===== config.mk =====
export PLATFORM = sky130hd
export DESIGN_NAME = regbank_ctrl
export DESIGN_NICKNAME = d
export VERILOG_FILES = /design/src/rtl/regbank_ctrl.sv
export SDC_FILE = /design/constraint.sdc
export NUM_CORES = 1
export LEC_CHECK = 0
export CORE_AREA = 5 5 66 68
export CTS_BUF_LIST = sky130_fd_sc_hd__clkbuf_16
export CTS_CLUSTER_SIZE = 12
export DETAILED_ROUTE_END_ITERATION = 10
export DIE_AREA = 0 0 71 73
export GPL_ROUTABILITY_DRIVEN = 0
export GPL_TIMING_DRIVEN = 0
export PLACE_DENSITY = 0.76
export REMOVE_ABC_BUFFERS = 1
export SLEW_MARGIN = 15
export SYNTH_ARGS = -nofsm -noshare
export SYNTH_HDL_FRONTEND = slang
export SYNTH_SLANG_ARGS = --single-unit

===== constraint.sdc =====
create_clock -name clock -period 1.6 [get_ports clock]
set_input_delay 0.32 -clock clock [delete_from_list [all_inputs] [get_ports clock]]
set_output_delay 0.32 -clock clock [all_outputs]
set_load 0.01 [all_outputs]

===== src/rtl/regbank_ctrl.sv =====
// regbank_ctrl: write-port arbiter and sequencer for the 16x16 register bank.
//
// Two writeback requesters (A = ALU, B = memory load) share the bank's single
// write port under round-robin arbitration. The block also gates the bank's
// read strobe and runs a hardware clear sweep that zeroes every register.
// All rb_* outputs come straight from flops.
//
// Ports:
//   clock, reset_n         system clock, asynchronous active-low reset
//   clr_req / clr_busy     start a clear sweep / sweep writes in progress
//   a_valid/addr/data      requester A write request, a_ready = accepted
//   b_valid/addr/data      requester B write request, b_ready = accepted
//   rd_valid / rd_ready    datapath read request / read permitted
//   rb_in_write, rb_ender,
//   rb_data, rb_in_read    registered drive to the register bank
module regbank_ctrl #(
    parameter int unsigned ADDR_W = 4,
    parameter int unsigned DATA_W = 16,
    parameter int unsigned NREG   = 16
) (
    input  logic              clock,
    input  logic              reset_n,
    input  logic              clr_req,
    output logic              clr_busy,
    input  logic              a_valid,
    input  logic [ADDR_W-1:0] a_addr,
    input  logic [DATA_W-1:0] a_data,
    output logic              a_ready,
    input  logic              b_valid,
    input  logic [ADDR_W-1:0] b_addr,
    input  logic [DATA_W-1:0] b_data,
    output logic              b_ready,
    input  logic              rd_valid,
    output logic              rd_ready,
    output logic              rb_in_write,
    output logic [ADDR_W-1:0] rb_ender,
    output logic [DATA_W-1:0] rb_data,
    output logic              rb_in_read
);

    localparam logic [ADDR_W-1:0] LastAddr = ADDR_W'(NREG - 1);

    typedef enum logic [0:0] {StIdle, StClear} state_e;

    state_e            state_q, state_d;
    logic              ptr_q, ptr_d;      // 0: A wins contention, 1: B wins
    logic [ADDR_W-1:0] cnt_q, cnt_d;
    logic              in_write_d;
    logic [ADDR_W-1:0] ender_d;
    logic [DATA_W-1:0] data_d;
    logic              in_read_d;
    logic              busy_d;

    always_comb begin
        state_d    = state_q;
        ptr_d      = ptr_q;
        cnt_d      = cnt_q;
        a_ready    = 1'b0;
        b_ready    = 1'b0;
        rd_ready   = 1'b0;
        in_write_d = 1'b0;
        ender_d    = rb_ender;  // address/data hold when nothing is written
        data_d     = rb_data;
        in_read_d  = 1'b0;
        busy_d     = 1'b0;

        case (state_q)
            StIdle: begin
                if (clr_req) begin
                    state_d = StClear;
                    cnt_d   = '0;
                end else begin
                    rd_ready  = 1'b1;
                    in_read_d = rd_valid;
                    if (a_valid && b_valid) begin
                        if (ptr_q) begin
                            b_ready = 1'b1;
                        end else begin
                            a_ready = 1'b1;
                        end
                        // Loser of a contended grant gets priority next time.
                        ptr_d = ~ptr_q;
                    end else begin
                        a_ready = a_valid;
                        b_ready = b_valid;
                    end
                    if (a_ready) begin
                        in_write_d = 1'b1;
                        ender_d    = a_addr;
                        data_d     = a_data;
                    end else if (b_ready) begin
                        in_write_d = 1'b1;
                        ender_d    = b_addr;
                        data_d     = b_data;
                    end
                end
            end
            StClear: begin
                // busy is registered so it lines up with the registered sweep writes.
                busy_d     = 1'b1;
                in_write_d = 1'b1;
                ender_d    = cnt_q;
                data_d     = '0;
                cnt_d      = cnt_q + ADDR_W'(1);
                if (cnt_q == LastAddr) begin
                    state_d = StIdle;
                end
            end
            default: state_d = StIdle;
        endcase
    end

    always_ff @(posedge clock or negedge reset_n) begin
        if (!reset_n) begin
            state_q     <= StIdle;
            ptr_q       <= 1'b0;
            cnt_q       <= '0;
            rb_in_write <= 1'b0;
            rb_ender    <= '0;
            rb_data     <= '0;
            rb_in_read  <= 1'b0;
            clr_busy    <= 1'b0;
        end else begin
            state_q     <= state_d;
            ptr_q       <= ptr_d;
            cnt_q       <= cnt_d;
            rb_in_write <= in_write_d;
            rb_ender    <= ender_d;
            rb_data     <= data_d;
            rb_in_read  <= in_read_d;
            clr_busy    <= busy_d;
        end
    end

endmodule

==> key figures, run 1 <==
Logic synthesis
  – Synth top area share: 0.526
  – Synth unique cells: 33
  – Top cells by area, synth: dfrtp_1 53%, mux2i_1 12%, o2bb2ai_1 10%, nand2_1 1.9%, or3_1 1.8%
  – Synth Instances: 118
  – Sequential fraction of the synthesis area: 0.526
  – Register bit total from synthesis: 29
  – Mean Syn Cell Area: 11.7 um2
  – Yosys warns: 0
  – Synthesized area: 1380 um2
  – Cell taking the most area after synthesis: dfrtp_1

Timing
  – Period utilization: 1.04
  – Max-slew violations: 0
  – Fmax: 603 MHz
  – Worst Max-Slew Pin Slew: 0.630 ns
  – WHS: 0.0696 ns
  – Clock Skew: 0.00300 ns
  – Final period demand of the worst path: 1.66 ns
  – Final Hold Viols: 0
  – Max-slew headroom: 0.580
  – Final Setup Violations: 3
  – Setup TNS Final: -0.0916 ns
  – RSZ-0062 raised after global routing: yes
  – Post-route setup slack: -0.0575 ns

Worst setup path
  – CP arrival: 1.34 ns
  – Critical path type: reg2out
  – Worst EP required: 1.28 ns
  – Worst setup SP type: flip-flop
  – Worst-path maximum fanout: 6
  – Critical path capture point type: output pin

Final layout
  – Post-route cell area: 2330 um2
  – Layout cell share with drive strength beyond 1: 0.146
  – Area grow syn2layout: 69.1%
  – Most frequent cells in the layout: 64 x clkdlybuf4s50_1, 27 x dfrtp_1, 17 x mux2i_1
  – Most common cell after layout, fill and taps aside: clkdlybuf4s50_1
  – Antenna fix cells: 0
  – Final nets: 244

Detailed routing
  – Pre-antenna DRT Iters: 4
  – Routed WL: 4350 um
  – Antenna Nets Post-Route: 0
  – Post-route DRC: 0
  – Via/cell ratio: 5.17
  – WL per Instance: 17.5 um
  – Vias: 1283
  – Iteration-0 DRC Markers: 38

Pwr
  – Tot Pwr: 3.08 mW
  – IR drop worst, VDD: 0.570 mV
  – Power density cells: 1320 nW/um2
  – LEAKAGE: 1.04 nW

Placement
  – DP Area: 2100 um2
  – Port bufs: 71
  – Detailed Place HPWL: 3020 um

Clock tree
  – Clk buf depth: 2
  – Clk root buf: clkbuf_16
  – H-tree levels: 2
  – CTS tree: done
  – # clock sinks: 29
  – Worst-path clk slew: 0.05 ns
  – Clk_lat worst skew: 0.27 ns
  – Num CTS Buffers: 5
  – Hold_buf cts: 0

Global route
  – Initial antenna violation count: 0
  – Largest net degree at the start of global routing: 30
  – Total GRT Usage: 0.170
  – Vias in the first global route: 1345
  – Total gr overflow: 0
  – Global-route wire length before repair: 6670 um

Outcome
  – Failing checks: negative setup slack
  – Outcome: finished with violations

Die
  – I/O pin total: 72
  – # rows: 23
  – DIE AREA: 5180 um2
  – Starting density of the core: 0.363
  – DIE WIDTH: 71 um
  – Die height: 73 um
  – Core area: 3800 um2

Min path
  – Worst hold path type: in2async

Job
  – Maxcap violations: 0
[timing repair]
action                                  in CTS  in global routing
pin swaps                                    2                  2
endpoints found under the setup margin      24                 19
buffers inserted                             4                  3
gates resized for setup                     18                  8
cloned                                       1                  0
[path summary, 6_finish.rpt]
kind / cells after the start / end / slack [ns] / from
setup / recovery: 5 / b_ready / -0.06 / state_q
hold / removal: 1 / rb_data[9] / 0.07 / reset_n
setup reg to reg: 4 / rb_ender[1] / 0.03 / ptr_q
hold reg to reg: 1 / rb_ender[2] / 0.49 / rb_ender[2]
max in group asynchronous: 1 / ptr_q / 1.08 / reset_n
min in group clock: 2 / cnt_q[3] / 0.49 / clr_req
[per-layer routing]
metal	track usage	wire length [um]
met5	0	0
met4	0.0898	83
met3	0.0579	382
met2	0.292	2100
met1	0.186	1780
[synth_stat cells]
library cell	number
nor3_1	3
xnor2_1	1
o22ai_1	1
mux2i_1	17
a32o_1	2
xor2_1	1
or2_1	1
o41ai_2	1
and2_1	1
a21oi_1	2
a31oi_1	1
a41oi_1	1
a21boi_0	1
o2bb2ai_1	16
nand2b_1	1
a21bo_1	1
inv_2	1
buf_6	2
a211oi_1	1
nor2_1	6
or3_1	4
o21ai_0	3
a21o_1	1
o21ba_1	1
nand2_1	7
nand3_1	1
clkbuf_1	2
buf_2	3
dfrtp_1	29
ha_1	1
and3_2	1
inv_1	3
o211ai_1	1
[report_power, final]
group          switching, mW  total (mW)  internal (mW)
logic                  0.548        1.14          0.595
clock network          0.301       0.860          0.559
registers              0.149        1.07          0.925
[stage by stage]
stage,setup slack [ns],utilization,cells
final,-0.0575,0.614,248
after global routing,-0.129,0.614,248
after CTS,-0.0557,0.601,245
after detailed placement,-1.05,0.554,232
after global placement,-1.01,0.555,232
after floorplan,-0.00488,-,111
[cells by family after synthesis]
kind of cell / after synthesis / synth area share
buffers and inverters: 11 / 0.0436
muxes: 17 / 0.123
AOI/OAI and AO/OA: 33 / 0.198
adders and majority gates: 1 / 0.00907
and+or+nand+nor: 25 / 0.0871
xor gates and xnor gates: 2 / 0.0127
DFF: 29 / 0.526
[critical path, stage by stage, from the launching register on]
cell and delay (ns):
dfrtp_2 0.40, or2_4 0.29, inv_4 0.08, nand2_2 0.05, a21oi_2 0.11, buf_2 0.14
[cell type report]
type	count	area (um2)
Timing Repair Buffer	78	751
Clock buffer	5	125
Fill cell	311	1470
Clock inverter	3	12.5
Multi-Input combinational cell	79	636
Sequential cell	29	728
Tap cell	50	62.6
Inverter	4	17.5
[flip-flops by register name, indices dropped and copies added, names as in the netlist]
| name | flops |
|---|---|
| cnt_q | 4 |
| rb_in_read | 1 |
| ptr_q | 1 |
| clr_busy | 1 |
| rb_in_write | 1 |
| rb_data | 16 |
| state_q | 1 |
| rb_ender | 4 |
Note: power is estimated with default switching activity, not from simulation.
==> run 2: changes to the inputs <==
--- a/config.mk
+++ b/config.mk
@@ -7,6 +7,7 @@
 export LEC_CHECK = 0
 export CORE_AREA = 5 5 66 68
 export CTS_BUF_LIST = sky130_fd_sc_hd__clkbuf_16
+export CTS_CLUSTER_DIAMETER = 120
 export CTS_CLUSTER_SIZE = 12
 export DETAILED_ROUTE_END_ITERATION = 10
 export DIE_AREA = 0 0 71 73
==> results of run 2 <==
Same layout as run 1: the final DEF is identical, and so are final timing and power.
